**src/rtl/lsu_pkg.sv**
```systemverilog
// rtl/lsu_pkg.sv - shared types and constants for the load/store unit
// Contents: FSM state enum, funct3 access-size codes, fault cause codes.
package lsu_pkg;

    typedef enum logic [1:0] {
        IDLE = 2'd0,
        BUSY = 2'd1,
        DONE = 2'd2
    } lsu_state_e;

    localparam logic [2:0] F3_B  = 3'b000;
    localparam logic [2:0] F3_H  = 3'b001;
    localparam logic [2:0] F3_W  = 3'b010;
    localparam logic [2:0] F3_BU = 3'b100;
    localparam logic [2:0] F3_HU = 3'b101;

    localparam logic [1:0] CAUSE_NONE     = 2'b00;
    localparam logic [1:0] CAUSE_MISALIGN = 2'b01;
    localparam logic [1:0] CAUSE_ILLEGAL  = 2'b10;
    localparam logic [1:0] CAUSE_TIMEOUT  = 2'b11;

endpackage

```
**src/rtl/load_extend.sv**
```systemverilog
// rtl/load_extend.sv - selects and extends the addressed byte/half of a load word
// Ports:
//   funct3_i    access size (B/H/W/BU/HU)
//   offset_i    byte offset within the word (addr[1:0])
//   mem_rdata_i raw word from memory
//   data_o      sign- or zero-extended load result
module load_extend
    import lsu_pkg::*;
(
    input  logic [2:0]  funct3_i,
    input  logic [1:0]  offset_i,
    input  logic [31:0] mem_rdata_i,
    output logic [31:0] data_o
);

    logic [7:0]  byte_v;
    logic [15:0] half_v;

    always_comb begin
        byte_v = mem_rdata_i[7:0];
        case (offset_i)
            2'd0:    byte_v = mem_rdata_i[7:0];
            2'd1:    byte_v = mem_rdata_i[15:8];
            2'd2:    byte_v = mem_rdata_i[23:16];
            default: byte_v = mem_rdata_i[31:24];
        endcase
        half_v = offset_i[1] ? mem_rdata_i[31:16] : mem_rdata_i[15:0];

        case (funct3_i)
            F3_B:    data_o = {{24{byte_v[7]}}, byte_v};
            F3_BU:   data_o = {24'b0, byte_v};
            F3_H:    data_o = {{16{half_v[15]}}, half_v};
            F3_HU:   data_o = {16'b0, half_v};
            default: data_o = mem_rdata_i;
        endcase
    end

endmodule

```
**src/rtl/load_store_unit.sv**
```systemverilog
// rtl/load_store_unit.sv - core-side load/store unit with handshaked data memory port
// Ports:
//   clk, reset            clock, synchronous active-high reset
//   ld_req, st_req        core requests (store wins), funct3 size, addr, wdata
//   stall, done, rdata    core handshake and extended load data
//   fault, fault_cause    access rejected (misaligned/illegal) or timed out
//   mem_*                 word-aligned memory request with byte enables, ack/rdata back
module load_store_unit
    import lsu_pkg::*;
#(
    parameter int TIMEOUT_CYCLES = 16
) (
    input  logic        clk,
    input  logic        reset,
    input  logic        ld_req,
    input  logic        st_req,
    input  logic [2:0]  funct3,
    input  logic [31:0] addr,
    input  logic [31:0] wdata,
    output logic        stall,
    output logic        done,
    output logic [31:0] rdata,
    output logic        fault,
    output logic [1:0]  fault_cause,
    output logic        mem_req,
    output logic        mem_we,
    output logic [31:0] mem_addr,
    output logic [3:0]  mem_be,
    output logic [31:0] mem_wdata,
    input  logic [31:0] mem_rdata,
    input  logic        mem_ack
);

    localparam int CW = $clog2(TIMEOUT_CYCLES + 1);
    localparam logic [CW-1:0] TIMEOUT_LIMIT = CW'(TIMEOUT_CYCLES);

    lsu_state_e  state_q;
    logic [CW-1:0] cnt_q;
    logic        timeout_q;
    logic        mem_req_q;
    logic        mem_we_q;
    logic [31:0] mem_addr_q;
    logic [3:0]  mem_be_q;
    logic [31:0] mem_wdata_q;
    logic [31:0] rdata_q;
    logic [2:0]  funct3_q;
    logic [1:0]  offset_q;

    logic        is_store;
    logic        illegal;
    logic        misaligned;
    logic        idle_req;
    logic        idle_fault;
    logic        accept;
    logic [3:0]  be_d;
    logic [31:0] lanes_d;
    logic [CW-1:0] cnt_d;
    logic [31:0] load_data;

    always_comb begin
        is_store = st_req;
        case (funct3)
            F3_B, F3_H, F3_W: illegal = 1'b0;
            F3_BU, F3_HU:     illegal = is_store;   // no unsigned stores
            default:          illegal = 1'b1;
        endcase
        misaligned = ((funct3[1:0] == 2'b01) && addr[0]) ||
                     ((funct3[1:0] == 2'b10) && (addr[1:0] != 2'b00));

        idle_req   = (state_q == IDLE) && (ld_req || st_req);
        idle_fault = idle_req && (illegal || misaligned);
        accept     = idle_req && !illegal && !misaligned;

        case (funct3[1:0])
            2'b00: begin
                be_d    = 4'b0001 << addr[1:0];
                lanes_d = {4{wdata[7:0]}};
            end
            2'b01: begin
                be_d    = addr[1] ? 4'b1100 : 4'b0011;
                lanes_d = {2{wdata[15:0]}};
            end
            default: begin
                be_d    = 4'b1111;
                lanes_d = wdata;
            end
        endcase
        if (!is_store) begin
            be_d = 4'b1111;
        end
        cnt_d = cnt_q + 1'b1;
    end

    load_extend u_load_extend (
        .funct3_i    (funct3_q),
        .offset_i    (offset_q),
        .mem_rdata_i (mem_rdata),
        .data_o      (load_data)
    );

    always_ff @(posedge clk) begin
        if (reset) begin
            state_q     <= IDLE;
            cnt_q       <= '0;
            timeout_q   <= 1'b0;
            mem_req_q   <= 1'b0;
            mem_we_q    <= 1'b0;
            mem_addr_q  <= '0;
            mem_be_q    <= '0;
            mem_wdata_q <= '0;
            rdata_q     <= '0;
            funct3_q    <= '0;
            offset_q    <= '0;
        end else begin
            case (state_q)
                IDLE: begin
                    timeout_q <= 1'b0;
                    cnt_q     <= '0;
                    if (accept) begin
                        state_q     <= BUSY;
                        mem_req_q   <= 1'b1;
                        mem_we_q    <= is_store;
                        mem_addr_q  <= {addr[31:2], 2'b00};
                        mem_be_q    <= be_d;
                        mem_wdata_q <= lanes_d;
                        funct3_q    <= funct3;
                        offset_q    <= addr[1:0];
                    end
                end
                BUSY: begin
                    // ack is checked first so it wins over a same-cycle timeout
                    if (mem_ack) begin
                        state_q   <= DONE;
                        mem_req_q <= 1'b0;
                        cnt_q     <= '0;
                        if (!mem_we_q) begin
                            rdata_q <= load_data;
                        end
                    end else if (cnt_d == TIMEOUT_LIMIT) begin
                        state_q   <= DONE;
                        mem_req_q <= 1'b0;
                        timeout_q <= 1'b1;
                        cnt_q     <= '0;
                    end else begin
                        cnt_q <= cnt_d;
                    end
                end
                DONE: begin
                    // requests still present here belong to the retiring access
                    state_q   <= IDLE;
                    timeout_q <= 1'b0;
                end
                default: state_q <= IDLE;
            endcase
        end
    end

    assign stall       = (state_q == BUSY) || accept;
    assign done        = (state_q == DONE) || idle_fault;
    assign fault       = ((state_q == DONE) && timeout_q) || idle_fault;
    assign fault_cause = idle_fault ? (illegal ? CAUSE_ILLEGAL : CAUSE_MISALIGN) :
                         ((state_q == DONE) && timeout_q) ? CAUSE_TIMEOUT : CAUSE_NONE;
    assign rdata       = rdata_q;
    assign mem_req     = mem_req_q;
    assign mem_we      = mem_we_q;
    assign mem_addr    = mem_addr_q;
    assign mem_be      = mem_be_q;
    assign mem_wdata   = mem_wdata_q;

endmodule

```
**config.mk**
```make
export PLATFORM = sky130hd
export DESIGN_NAME = load_store_unit
export DESIGN_NICKNAME = d
export VERILOG_FILES = /design/src/rtl/lsu_pkg.sv /design/src/rtl/load_extend.sv /design/src/rtl/load_store_unit.sv
export SDC_FILE = /design/constraint.sdc
export NUM_CORES = 1
export LEC_CHECK = 0
export ABC_AREA = 1
export CORE_MARGIN = 2
export CORE_UTILIZATION = 40
export DETAILED_ROUTE_END_ITERATION = 8
export DONT_BUFFER_PORTS = 1
export SLEW_MARGIN = 20
export SYNTH_ARGS = -nofsm -noshare
export SYNTH_HDL_FRONTEND = slang
export SYNTH_HIERARCHICAL = 1
export SYNTH_SLANG_ARGS = --single-unit
```
**constraint.sdc**
```tcl
create_clock -name clk -period 1.9 [get_ports clk]
set_input_delay 0.38 -clock clk [delete_from_list [all_inputs] [get_ports clk]]
set_output_delay 0.38 -clock clk [all_outputs]
set_load 0.03 [all_outputs]
```
==> run metrics, run 1 <==
routed wire length=15200 um; Die X-Extent=119 um; DRC viols=0; Critical Path Source Type=register; Inst Count DP=912; switching share of power=0.310; Layout fillers=1299; Worst Setup Path Type=reg -> out; final non-filler cell total=947; final antenna diode count=0; Post-synth ARST share=0; final setup TNS=0 ns; PwrDens=1220 nW/um^2; Worst Slack Setup Final=0.0767 ns; Avg Synthesized Cell Area=6.85 um^2; post-layout util=0.475; Unique masters post-synth=29; Vias/cell=5.37; worst endpoint required time=1.52 ns; critical path depth=5; post-synthesis cell count=769; io pins=roughly 210; CORE AREA=~13000 um^2; DR WL/cell=16.1 um; Min-Delay Path Class=in -> reg; Simple-Gate Fraction of Synth Area=0.316; worst-path cell chain=buf_4, nor2_1, inv_1, nand2_1, buf_4; PortBufs=0; hpwl dp=11300 um; Longest Clk Path Bufs=2; Largest delay share family, worst path=buffers and inverters; clock root buffer master=clkbuf_16; DR iter-0 viols=314; post-route ant nets=0; Netlist Area Pre-Place=roughly 5300 um^2; Worst-path clk slew=0.05 ns; H-tree Lvls=4; RSZ-0062 raised after global routing=no; Final Hold Violating Endpoints=0; net switching power=approximately 2.3 mW; R2R cell count=10; GRT Total Usage=0.215; worst-path fanout max=9; CP Capture Type=output pin; commonest non-fill, non-tap cell in the layout=nor2_1; hold_buf cts=0; Initial Utilization=0.414; Clk pwr share=0.430; post-synthesis mux area share=0; part of the power in registers=0.426; sequential fraction of the synthesis area=0.429; Die ar.=14100 um^2; Setup-failing EPs final=0; Synth Area in Compound Gates=0.179; Post-Synth XOR/XNOR Area=0; Die Y=119 um; post-synth top area share=0.429; post-synth top area cell=dfxtp_1; total CTS buffers=17; top cells by area, synth=dfxtp_1 43%, nor2_1 13%, nand2_1 10%, o21ai_0 8.5%, nand3_1 5.8%; synth warn=6; final net count=867; Leakage=between 2 and 3 nW; commonest non-fill, non-tap cells in the layout=186 x nor2_1, 138 x nand2_1, 111 x dfxtp_1, 89 x o21ai_0, 61 x nand3_1; initial antenna violation count=0; largest family of logic cells by synthesized area=simple AND/OR/NAND/NOR gates; skew final=0.00614 ns; Max Fclk=548 MHz; first-pass GRT wire length=about 24000 um; CTS tree=yes; clock net sink count=113; synthesis-to-finish area growth=14.7%; clk_lat worst skew=approximately 0.41 ns; GRT overflow=0; Hold Path Stages=1; fin. max-slew vios=0; outcome=finished, final reports clean; Seq cells post-synth=113; logic gate share of total power=0.144; layout cells sized above 1=0.0994; Worst EP arrival=1.44 ns; Max IR drop VDD=566 uV; via count=between 5k and 6k; Final period util=0.960; Crit path buffers/inverters=3; Pint=5.08 mW; largest net degree at the start of global routing=50; GP Congestion=0.827; number of global-route vias before repair=4926; 1st-pass router iterations=6; row count=41; Synth Area in Adders=0.00237; Post-synth EDFFs=0; CP max stage delay=0.35 ns; Slowest cell on crit path=dfxtp_4; Period minus WS final=about 1.8 ns; Reg2Reg Setup Slack=roughly 0.30 ns; Max Cap Viol=0; Setup WS pre-CTS=0.233 ns; ys flop type=dfxtp_1; Top cell by count, worst path=buf_4
logic make-up (layout without fill, tap and decap cells):
logic type,after synthesis,in the layout
other cells,1,2
simple gates,403,403
fa+ha+maj,1,1
compound gates,177,177
buf+inv,74,79
flops,113,113
worst reg2reg max path, delay by kind of cell, from the launching register on:
family	cells	cell delay, ns
AO/OA/AOI/OAI	1	0.12
AND/OR/NAND/NOR	4	0.32
buffers and inverters	5	0.76
flip-flops	1	0.33
sequential cells by signal, summed over array words and instances (netlist names):
| register | flops |
|---|---|
| rdata | 32 |
| mem_addr | 30 |
| mem_we | 1 |
| timeout_q | 1 |
| mem_be | 4 |
| mem_req | 1 |
| funct3_q | 3 |
| state_q | 2 |
| mem_wdata | 32 |
| offset_q | 2 |
| cnt_q | 5 |
path summary, 6_finish.rpt:
path                                  from          to
worst max-delay path            state_q[1]       stall
worst min register to register  state_q[0]   timeout_q
worst max register to register  state_q[0]      mem_we
worst min-delay path                 reset  state_q[0]
Yosys cell counts, types with 8 or more instances:
| master | instances |
|---|---|
| nor2_1 | 186 |
| dfxtp_1 | 113 |
| a21oi_1 | 47 |
| buf_2 | 12 |
| nand2_1 | 140 |
| o211a_1 | 8 |
| buf_4 | 9 |
| nand3_1 | 61 |
| o21ai_0 | 89 |
| clkbuf_1 | 23 |
| inv_1 | 18 |
| o21ai_1 | 27 |
layout make-up:
cell class / count / area [um^2] / share of cell area
clock buffers: 24 / 502 / 0.0830
clock inverters: 8 / 101 / 0.0168
inverters: 23 / 91.3 / 0.0151
multi-input cells: 583 / 2640 / 0.436
flip-flops and latches: 113 / 2270 / 0.375
well taps: 172 / 215 / 0.0356
repair buffers: 24 / 230 / 0.0381
power groups by stage:
stage / clock network, mW / registers (mW) / logic, mW
after floorplan: 0 / 3.12 / 0.873
after global placement: 0 / 3.18 / 1.01
after detailed placement: 0 / 3.18 / 1.04
after CTS: 3.24 / 3.14 / 1.06
after global routing: 3.34 / 3.16 / 1.21
final: 3.16 / 3.13 / 1.06
what timing repair did:
action / CTS / global route
endpoints found under the setup margin: 4 / 1
gates resized for setup: 6 / 1
pin swaps: 4 / 1
setup buffers: 2 / 1
layer usage:
layer / GRT usage / routed length, um / vias to the layer above
met4: 0.0893 / 360 / 0
li1: - / - / 2512
met1: 0.228 / 5880 / 2319
met3: 0.0985 / 1590 / 34
met2: 0.367 / 7400 / 222
met5: 0 / 0 / -
metrics by stage:
| step | power (mW) | instance area [um^2] | hold WS (ns) |
|---|---|---|---|
| after floorplan | 4.00 | 5270 | 0.433 |
| after global placement | 4.19 | 5400 | 0.450 |
| after detailed placement | 4.23 | 5400 | 0.453 |
| after CTS | 7.43 | 6040 | 0.0142 |
| after global routing | 7.70 | 6040 | 0.0184 |
| final | 7.35 | 6040 | 0.0347 |
(Power assumes the default switching activity.)
==> run 2: changes to the inputs <==
--- a/config.mk
+++ b/config.mk
@@ -8,6 +8,7 @@
 export ABC_AREA = 1
 export CORE_MARGIN = 2
 export CORE_UTILIZATION = 40
+export CTS_BUF_LIST = sky130_fd_sc_hd__clkbuf_4
 export DETAILED_ROUTE_END_ITERATION = 8
 export DONT_BUFFER_PORTS = 1
 export SLEW_MARGIN = 20
==> run metrics, run 2 (synthesized netlist as in run 1, its figures left out) <==
outcome=finished, violations left; failing checks=setup timing; H-tree Lvls=4 (unchanged); final antenna diode count=0 (unchanged); final net count=907 (+4.6%); Longest Clk Path Bufs=2 (unchanged); Reg2Reg Setup Slack=0.27 ns (-0.03 ns); GP Congestion=0.827 (unchanged); PortBufs=0 (unchanged); commonest non-fill, non-tap cells in the layout=185 x nor2_1, 136 x nand2_1, 111 x dfxtp_1, 89 x o21ai_0, 60 x nand3_1; fin. max-slew vios=0 (unchanged); routed wire length=15700 um (+3.3%); row count=41 (unchanged); sequential cell area=2270 um^2 (unchanged); Die Y=119 um (unchanged); Layout fillers=1288 (-0.85%); commonest non-fill, non-tap cell in the layout=nor2_1; DR WL/cell=15.9 um (-0.87%); Final period util=1.01 (+0.0534); GRT Total Usage=0.221 (+0.00590); Min-Delay Path Class=in -> reg; largest net degree at the start of global routing=50 (unchanged); Worst Slack Setup Final=-0.0247 ns (-0.101 ns); number of global-route vias before repair=5082 (+3.2%); clk_lat worst skew=0.53 ns (+0.12 ns); Initial Utilization=0.414 (unchanged); clock net sink count=113 (unchanged); GRT overflow=0 (unchanged); skew final=0.0160 ns (+0.00991 ns); Max Fclk=520 MHz (-5.3%); Critical Path Source Type=register; 1st-pass router iterations=5 (-1); clock root buffer master=clkbuf_4; Hold Path Stages=2 (+1); Vias/cell=5.30 (-1.4%); Final Hold Violating Endpoints=0 (unchanged); CP Capture Type=output pin; Setup-failing EPs final=1 (+1); Max IR drop VDD=500 uV (-12%); synthesis-to-finish area growth=16.3%; final non-filler cell total=987 (+4.2%); R2R cell count=10 (unchanged); multi-input logic area=2660 um^2 (+0.85%); Final Power=5.96 mW (-19%); initial antenna violation count=0 (unchanged); worst-path fanout max=3 (-6); grt met3 use=0.108 (+0.00917); CTS tree=yes; DRC viols=0 (unchanged); layout cells sized above 1=0.0994 (about the same); hpwl dp=11300 um (unchanged); Worst Setup Path Type=reg -> out; first-pass GRT wire length=24800 um (+2.5%); io pins=211 (unchanged); CORE AREA=12700 um^2 (unchanged); Worst-path clk slew=0.10 ns (+0.05 ns); Leakage=2.62 nW (+0.78%); DR iter-0 viols=282 (-10%); post-route ant nets=0 (unchanged); total CTS buffers=17 (unchanged); GRT Max-Usage Layer=met2; Die X-Extent=119 um (unchanged); RSZ-0062 raised after global routing=yes; Max Cap Viol=0 (unchanged); worst endpoint required time=1.52 ns (about the same); Worst EP arrival=1.54 ns (+0.10 ns); met1 Use GR=0.238 (+0.00985); via count=5228 (+2.8%); Inst Count DP=912 (unchanged); met2 GRT Util=0.370 (+0.00251); Period minus WS final=1.92 ns (+0.101 ns); PwrDens=972 nW/um^2 (-20%); Die ar.=14100 um^2 (unchanged)
-- run 2: cell count changes in the layout (fill, tap and decap cells not counted), moves of 2 or more --
cell,previous run,this run
buf_6,0,2
clkbuf_1,2,0
clkbuf_16,17,0
clkbuf_4,0,19
clkbuf_8,5,0
clkinv_1,0,5
dlygate4sd3_1,0,37
nand2_1,138,136
nand2_4,0,2
-- run 2: worst paths after layout --
| path | from | to |
|---|---|---|
| worst min-delay path | funct3[2] | funct3_q[2] |
| worst min register to register | cnt_q[4] | cnt_q[4] |
| worst max register to register | state_q[1] | mem_addr[10] |
| worst max-delay path | state_q[1] | fault_cause[0] |
-- run 2: what timing repair did --
| action | CTS | global route |
|---|---|---|
| endpoints found under the hold margin | 44 | 0 |
| setup buffers | 5 | 1 |
| hold buffers | 37 | 0 |
| pin swaps | 4 | 4 |
| resized for setup | 15 | 1 |
| setup endpoints to repair | 5 | 5 |
-- run 2: report_power, final --
part	switching, mW	internal [mW]	leakage [nW]
clock	0.900	0.782	0.136
sequential	0.548	2.58	0.928
combinational	0.694	0.453	1.55
-- run 2: worst max-delay path: stages (launching register included) --
cell     delay [ns]
dfxtp_4        0.37
inv_4          0.06
nand2_4        0.06
nor2_4         0.09
nand2_2        0.08
nand2_2        0.07
o21a_1         0.16
buf_12         0.13
-- run 2: layout make-up --
type,count,share of cell area
timing repair buffer,64,0.103
sequential,113,0.370
clock buffer,19,0.0233
clock inverter,13,0.0196
tap,172,0.0351
multi-input combinational,583,0.434
inverter,23,0.0153
-- run 2: stage by stage --
stage               TNS [ns]  setup WS [ns]  instance area [um^2]  hold WS (ns)  utilization
detailed placement         0          0.233                  5400         0.453        0.425
floorplan                  0         0.0223                  5270         0.433            -
finish               -0.0247        -0.0247                  6130        0.0370        0.482
global placement           0          0.248                  5400         0.450        0.425
CTS                   -0.138        -0.0801                  6120      0.000240        0.481
global route          -0.298         -0.119                  6130      0.000204        0.482
-- run 2: layer usage --
metal | share of wire | routed length [um]
met4 | 0.023 | 362
met1 | 0.39 | 6120
met5 | 0 | 0
met3 | 0.10 | 1620
met2 | 0.49 | 7640
